`src/rtl/hack_io_device_regs.sv`:
```
// Hack CPU I/O responder: display/LED write registers, 4-digit 7-seg scan, switch sync, button debounce.
// Optional build macro SEG_LEADING_ZERO_BLANK_EN blanks digits above the most significant non-zero nibble.
module hack_io_device_regs #(
    parameter int unsigned REFRESH_DIV     = 100000,
    parameter int unsigned DEBOUNCE_CYCLES = 1000000
) (
    input  logic        clk,
    input  logic        rst_n,
    input  logic        seg_we,
    input  logic        led_we,
    input  logic [15:0] io_data_in,
    input  logic [15:0] sw_raw,
    input  logic [4:0]  btn_raw,
    output logic [15:0] sw_data,
    output logic [4:0]  btn_data,
    output logic [15:0] led,
    output logic [6:0]  seg,
    output logic        dp,
    output logic [3:0]  an
);

    localparam int unsigned RC_W  = $clog2(REFRESH_DIV);
    localparam int unsigned DB_W  = $clog2(DEBOUNCE_CYCLES);
    localparam int unsigned N_BTN = 5;

    logic [15:0]     seg_reg_q, led_q;
    logic [15:0]     sw_s1_q, sw_s2_q;
    logic [4:0]      btn_s1_q, btn_s2_q;
    logic [4:0]      btn_stable_q, btn_stable_d;
    logic [DB_W-1:0] db_cnt_q [N_BTN];
    logic [DB_W-1:0] db_cnt_d [N_BTN];
    logic [RC_W-1:0] rc_q, rc_d;
    logic [1:0]      idx_q, idx_d;
    logic [3:0]      an_q, an_d;
    logic [6:0]      seg_q, seg_d;
    logic [3:0]      nib;

    function automatic logic [6:0] hex7(input logic [3:0] n);
        case (n)
            4'h0: hex7 = 7'h40;
            4'h1: hex7 = 7'h79;
            4'h2: hex7 = 7'h24;
            4'h3: hex7 = 7'h30;
            4'h4: hex7 = 7'h19;
            4'h5: hex7 = 7'h12;
            4'h6: hex7 = 7'h02;
            4'h7: hex7 = 7'h78;
            4'h8: hex7 = 7'h00;
            4'h9: hex7 = 7'h10;
            4'hA: hex7 = 7'h08;
            4'hB: hex7 = 7'h03;
            4'hC: hex7 = 7'h46;
            4'hD: hex7 = 7'h21;
            4'hE: hex7 = 7'h06;
            default: hex7 = 7'h0E;
        endcase
    endfunction

    // Scan sequencing and pin pattern for the current digit
    always_comb begin
        rc_d  = rc_q + RC_W'(1);
        idx_d = idx_q;
        if (rc_q == RC_W'(REFRESH_DIV - 1)) begin
            rc_d  = '0;
            idx_d = idx_q + 2'd1;
        end
        nib   = seg_reg_q[{idx_q, 2'b00} +: 4];
        an_d  = ~(4'b0001 << idx_q);
        seg_d = hex7(nib);
`ifdef SEG_LEADING_ZERO_BLANK_EN
        case (idx_q)
            2'd1: if (seg_reg_q[15:4]  == 12'h000) seg_d = 7'h7F;
            2'd2: if (seg_reg_q[15:8]  == 8'h00)   seg_d = 7'h7F;
            2'd3: if (seg_reg_q[15:12] == 4'h0)    seg_d = 7'h7F;
            default: ;
        endcase
`endif
    end

    // Per-button debounce: accept a new level only after DEBOUNCE_CYCLES of disagreement
    always_comb begin
        btn_stable_d = btn_stable_q;
        for (int i = 0; i < N_BTN; i++) begin
            db_cnt_d[i] = '0;
            if (btn_s2_q[i] != btn_stable_q[i]) begin
                if (db_cnt_q[i] == DB_W'(DEBOUNCE_CYCLES - 1)) begin
                    btn_stable_d[i] = btn_s2_q[i];
                end else begin
                    db_cnt_d[i] = db_cnt_q[i] + DB_W'(1);
                end
            end
        end
    end

    always_ff @(posedge clk or negedge rst_n) begin
        if (!rst_n) begin
            seg_reg_q    <= '0;
            led_q        <= '0;
            sw_s1_q      <= '0;
            sw_s2_q      <= '0;
            btn_s1_q     <= '0;
            btn_s2_q     <= '0;
            btn_stable_q <= '0;
            for (int i = 0; i < N_BTN; i++) db_cnt_q[i] <= '0;
            rc_q         <= '0;
            idx_q        <= '0;
            an_q         <= 4'hF;
            seg_q        <= 7'h7F;
        end else begin
            if (seg_we) seg_reg_q <= io_data_in;
            if (led_we) led_q     <= io_data_in;
            sw_s1_q      <= sw_raw;
            sw_s2_q      <= sw_s1_q;
            btn_s1_q     <= btn_raw;
            btn_s2_q     <= btn_s1_q;
            btn_stable_q <= btn_stable_d;
            for (int i = 0; i < N_BTN; i++) db_cnt_q[i] <= db_cnt_d[i];
            rc_q         <= rc_d;
            idx_q        <= idx_d;
            an_q         <= an_d;
            seg_q        <= seg_d;
        end
    end

    assign sw_data  = sw_s2_q;
    assign btn_data = btn_stable_q;
    assign led      = led_q;
    assign seg      = seg_q;
    assign an       = an_q;
    assign dp       = 1'b1;

endmodule

```
`config.mk`:
```
export PLATFORM = sky130hd
export DESIGN_NAME = hack_io_device_regs
export DESIGN_NICKNAME = d
export VERILOG_FILES = /design/src/rtl/hack_io_device_regs.sv
export SDC_FILE = /design/constraint.sdc
export NUM_CORES = 1
export LEC_CHECK = 0
export ABC_AREA = 1
export CAP_MARGIN = 30
export CORE_MARGIN = 4
export CORE_UTILIZATION = 55
export CTS_CLUSTER_DIAMETER = 40
export DETAILED_ROUTE_END_ITERATION = 7
export GPL_TIMING_DRIVEN = 1
export PLACE_DENSITY = 0.87
export SYNTH_ARGS = -nofsm -noshare
export SYNTH_HDL_FRONTEND = slang
export SYNTH_SLANG_ARGS = --single-unit
```
`constraint.sdc`:
```
create_clock -name clk -period 2.25 [get_ports clk]
set_input_delay 0.675 -clock clk [delete_from_list [all_inputs] [get_ports clk]]
set_output_delay 0.675 -clock clk [all_outputs]
set_load 0.01 [all_outputs]
```
==> summary.txt <==
Number of antenna violations at the first check in global routing -> 0
Max transition margin -> 0.5927
Area added between synthesis and finish -> 22.70%
Setup TNS -> 0 ps
First DRT Iteration DRCs -> 482
Sum of buffers and inverters on the critical path -> 1
First-pass GRT wire length -> 36,960 µm
Commonest register cell after synthesis -> sky130_fd_sc_hd__dfrtp_1
Final Util -> 0.6946
Starting Density -> 0.5661
Final Total Pwr -> 9.159 mW
DP Area -> 11,150 µm²
Least setup slack across all paths after layout -> 87.33 ps
Wire per inst -> 14.43 µm
Iteration count of the initial detailed-routing pass -> 6
Detailed placement HPWL -> 14,940 µm
Worst-path clk slew -> 50 ps
Critical path start-end classification -> flip-flop to output pin
Max stage delay cell, worst path -> sky130_fd_sc_hd__clkdlybuf4s50_1
Vias after detailed routing -> 7,773
Final routed DRC violation total -> 0
Maximum number of pins on one net before global-route repair -> 69
Number of nets in the layout -> 1,294
Crit path max fanout -> 3
Die area -> 20,200 µm²
Static Leakage -> 5.470 nW
GP Congestion -> 0.9409
Critical Path Start Type -> flip-flop
Synthesized flop and latch total -> 209
Async set or reset register ratio after synthesis -> 1.000
Later-pin clock latency in the skew report -> 530 ps
TritonCTS clock tree -> built
Unrepaired setup endpoints after global routing -> no
Setup Slack @ Placement -> 341.2 ps
Fmax -> 462.4 MHz
Final Max Tran Viols -> 0
Vias per cell -> 5.238
Number of buffers created by CTS -> 28
Portion of the post-synthesis area used by sequential elements -> 0.5300
Reg-to-reg critical path endpoint -> seg[5]$_DFF_PN1_
Yosys cell types -> 37
Ports -> 90
Total track usage -> 0.2188
Number of I/O port buffers -> 88
Number of flops mapped to enable cells by yosys -> 0
Arrival time reported for the critical path endpoint -> 1490 ps
Post-layout instance area -> 12,140 µm²
Final setup violation count -> 0
Transition time at the pin with the least slew margin -> 610.9 ps
Register-to-register setup slack -> 240 ps
Synthesized area divided by synthesized cell count -> 8.873 µm²
Clk Tree Root Cell -> sky130_fd_sc_hd__clkbuf_16
Rows -> 48
Number of H-tree levels -> 1
Post-CTS Repair Setup Buffers -> 0
Core Box Area -> 17,480 µm²
Warning count from the yosys run -> 0
ANT cells -> 0
VDD IR max -> 0.6516 mV
Critical-path cell list -> clkdlybuf4s50_1
Pwr dens -> 754.5 nW/µm²
Worst EP required -> 1570 ps
Hold Vio Cnt, Final -> 0
Antenna Nets Post-Route -> 0
Number of global-route vias before repair -> 7,899
Sum of routed wire length over all layers -> 21,410 µm
Netlist area before placement -> 9893 µm²
Class of the worst hold path -> input pin to async pin
Final period demand of the worst path -> 2163 ps
Crit path capture type -> output pin
Instance count of the mapped netlist -> 1,115
Crit path largest cell delay -> 570 ps
Clock skew after layout -> 10.99 ps
Layout cell share with drive strength beyond 1 -> 0.1295
Max-cap violations -> 0
Outcome -> complete, no violations
Number of sinks on the clock net -> 209
Startpoint of the worst register-to-register path -> idx_q[0]$_DFFE_PN0N_
Die height -> 142.1 µm
Total nets after synthesis -> 1,172
Overflow left after global routing -> 0
Cell type group with the largest total delay on the critical path -> buffers and inverters
Hold buffers post-CTS -> 0
Chip width -> 142.1 µm
Maximum count of clock buffers along a single path -> 3
Part of the cycle the worst path needs -> 0.9612
Logic depth of the worst register-to-register path -> 10
-- where the power goes --
part	total [mW]	switching (mW)	internal, mW
combinational	0.598	0.315	0.283
sequential	3.99	0.0743	3.91
clock	4.57	1.64	2.93
-- per-stage QoR --
step	hold WS (ps)	cells
after floorplan	331.2	1115
after global placement	331.2	1432
after detailed placement	335.5	1432
after CTS	167.6	1484
after global routing	206.0	1484
final	162.8	1484
-- logic make-up after synthesis --
family          Yosys count  share of synthesized area
compound gates           61                    0.03263
xor+xnor                 54                    0.05008
fa+ha+maj                16                    0.02024
buf+inv                 144                    0.05577
flops                   209                     0.5300
mux                      28                    0.03187
other cells               1                  0.0003790
simple gates            602                     0.2790
-- cell usage after synthesis, drive strengths merged, types with 4 or more instances --
| master | number | share of area |
|---|---|---|
| inv | 137 | 0.052 |
| mux2 | 28 | 0.032 |
| a21oi | 29 | 0.015 |
| nand4 | 15 | 0.0095 |
| nor2 | 220 | 0.092 |
| dfstp | 11 | 0.029 |
| ha | 16 | 0.020 |
| nand3 | 112 | 0.065 |
| buf | 5 | 0.0030 |
| nand2 | 217 | 0.087 |
| xor2 | 45 | 0.042 |
| dfrtp | 198 | 0.50 |
| o21ai | 29 | 0.016 |
| nor3 | 24 | 0.014 |
| nand3b | 9 | 0.0081 |
| nor3b | 4 | 0.0030 |
| xnor2 | 9 | 0.0080 |
-- per-layer routing --
layer / global-route usage / vias up / wire length (µm)
met4: 0.07222 / 0 / 672
met3: 0.04301 / 63 / 1183
met1: 0.2914 / 3678 / 9242
met2: 0.3630 / 249 / 10310
met5: 0 / - / 0
li1: - / 3783 / -
-- flip-flops by register name (all words and copies together), names as in the netlist, 7 cells and up --
register   count
seg            7
rc_q          17
sw_s1_q       16
seg_reg_q     16
sw_data       16
db_cnt_q     100
led           16
-- cells in the final DEF (no fill, tap or decap), types with 6 or more instances in the layout --
master	n
sky130_fd_sc_hd__xor2_1	42
sky130_fd_sc_hd__clkbuf_16	29
sky130_fd_sc_hd__nand3_1	100
sky130_fd_sc_hd__mux2_2	28
sky130_fd_sc_hd__inv_1	127
sky130_fd_sc_hd__xnor2_1	9
sky130_fd_sc_hd__inv_2	10
sky130_fd_sc_hd__o21ai_0	23
sky130_fd_sc_hd__dfrtp_1	198
sky130_fd_sc_hd__nand2_1	206
sky130_fd_sc_hd__nor3_1	21
sky130_fd_sc_hd__a21oi_1	29
sky130_fd_sc_hd__buf_4	7
sky130_fd_sc_hd__nor2_4	6
sky130_fd_sc_hd__ha_1	16
sky130_fd_sc_hd__nor2_2	15
sky130_fd_sc_hd__nand3_2	9
sky130_fd_sc_hd__nor2_1	199
sky130_fd_sc_hd__nand3b_1	8
sky130_fd_sc_hd__clkdlybuf4s50_1	76
sky130_fd_sc_hd__dfstp_2	11
sky130_fd_sc_hd__dlygate4sd2_1	10
sky130_fd_sc_hd__nand4_1	15
sky130_fd_sc_hd__nand2_2	8
-- cell type report --
class | count | area [µm²]
clock buffer | 36 | 782.0
tap | 225 | 281.5
fill | 1240 | 5338
multi-input combinational | 762 | 4098
sequential | 209 | 5244
inverter | 137 | 514.2
timing repair buffer | 99 | 1007
clock inverter | 16 | 212.7
-- worst max-delay path by stage --
stage	startpoint	to	cells after the start
2_1_floorplan	idx_q[0]$_DFFE_PN0N_	seg[5]$_DFF_PN1_	10
3_3_place_gp	seg_we	seg_reg_q[14]$_DFFE_PN0P_	3
3_5_place_dp	idx_q[0]$_DFFE_PN0N_	seg[5]$_DFF_PN1_	10
4_1_cts	seg[2]$_DFF_PN1_	seg[2]	1
5_1_grt	btn_data[3]$_DFFE_PN0P_	btn_data[3]	1
6_report	btn_data[3]$_DFFE_PN0P_	btn_data[3]	1
-- repair_timing --
item	in CTS	in global routing
pin swaps	0	0
resized for setup	10	1
setup endpoints to repair	10	1
(Power assumes the default switching activity.)
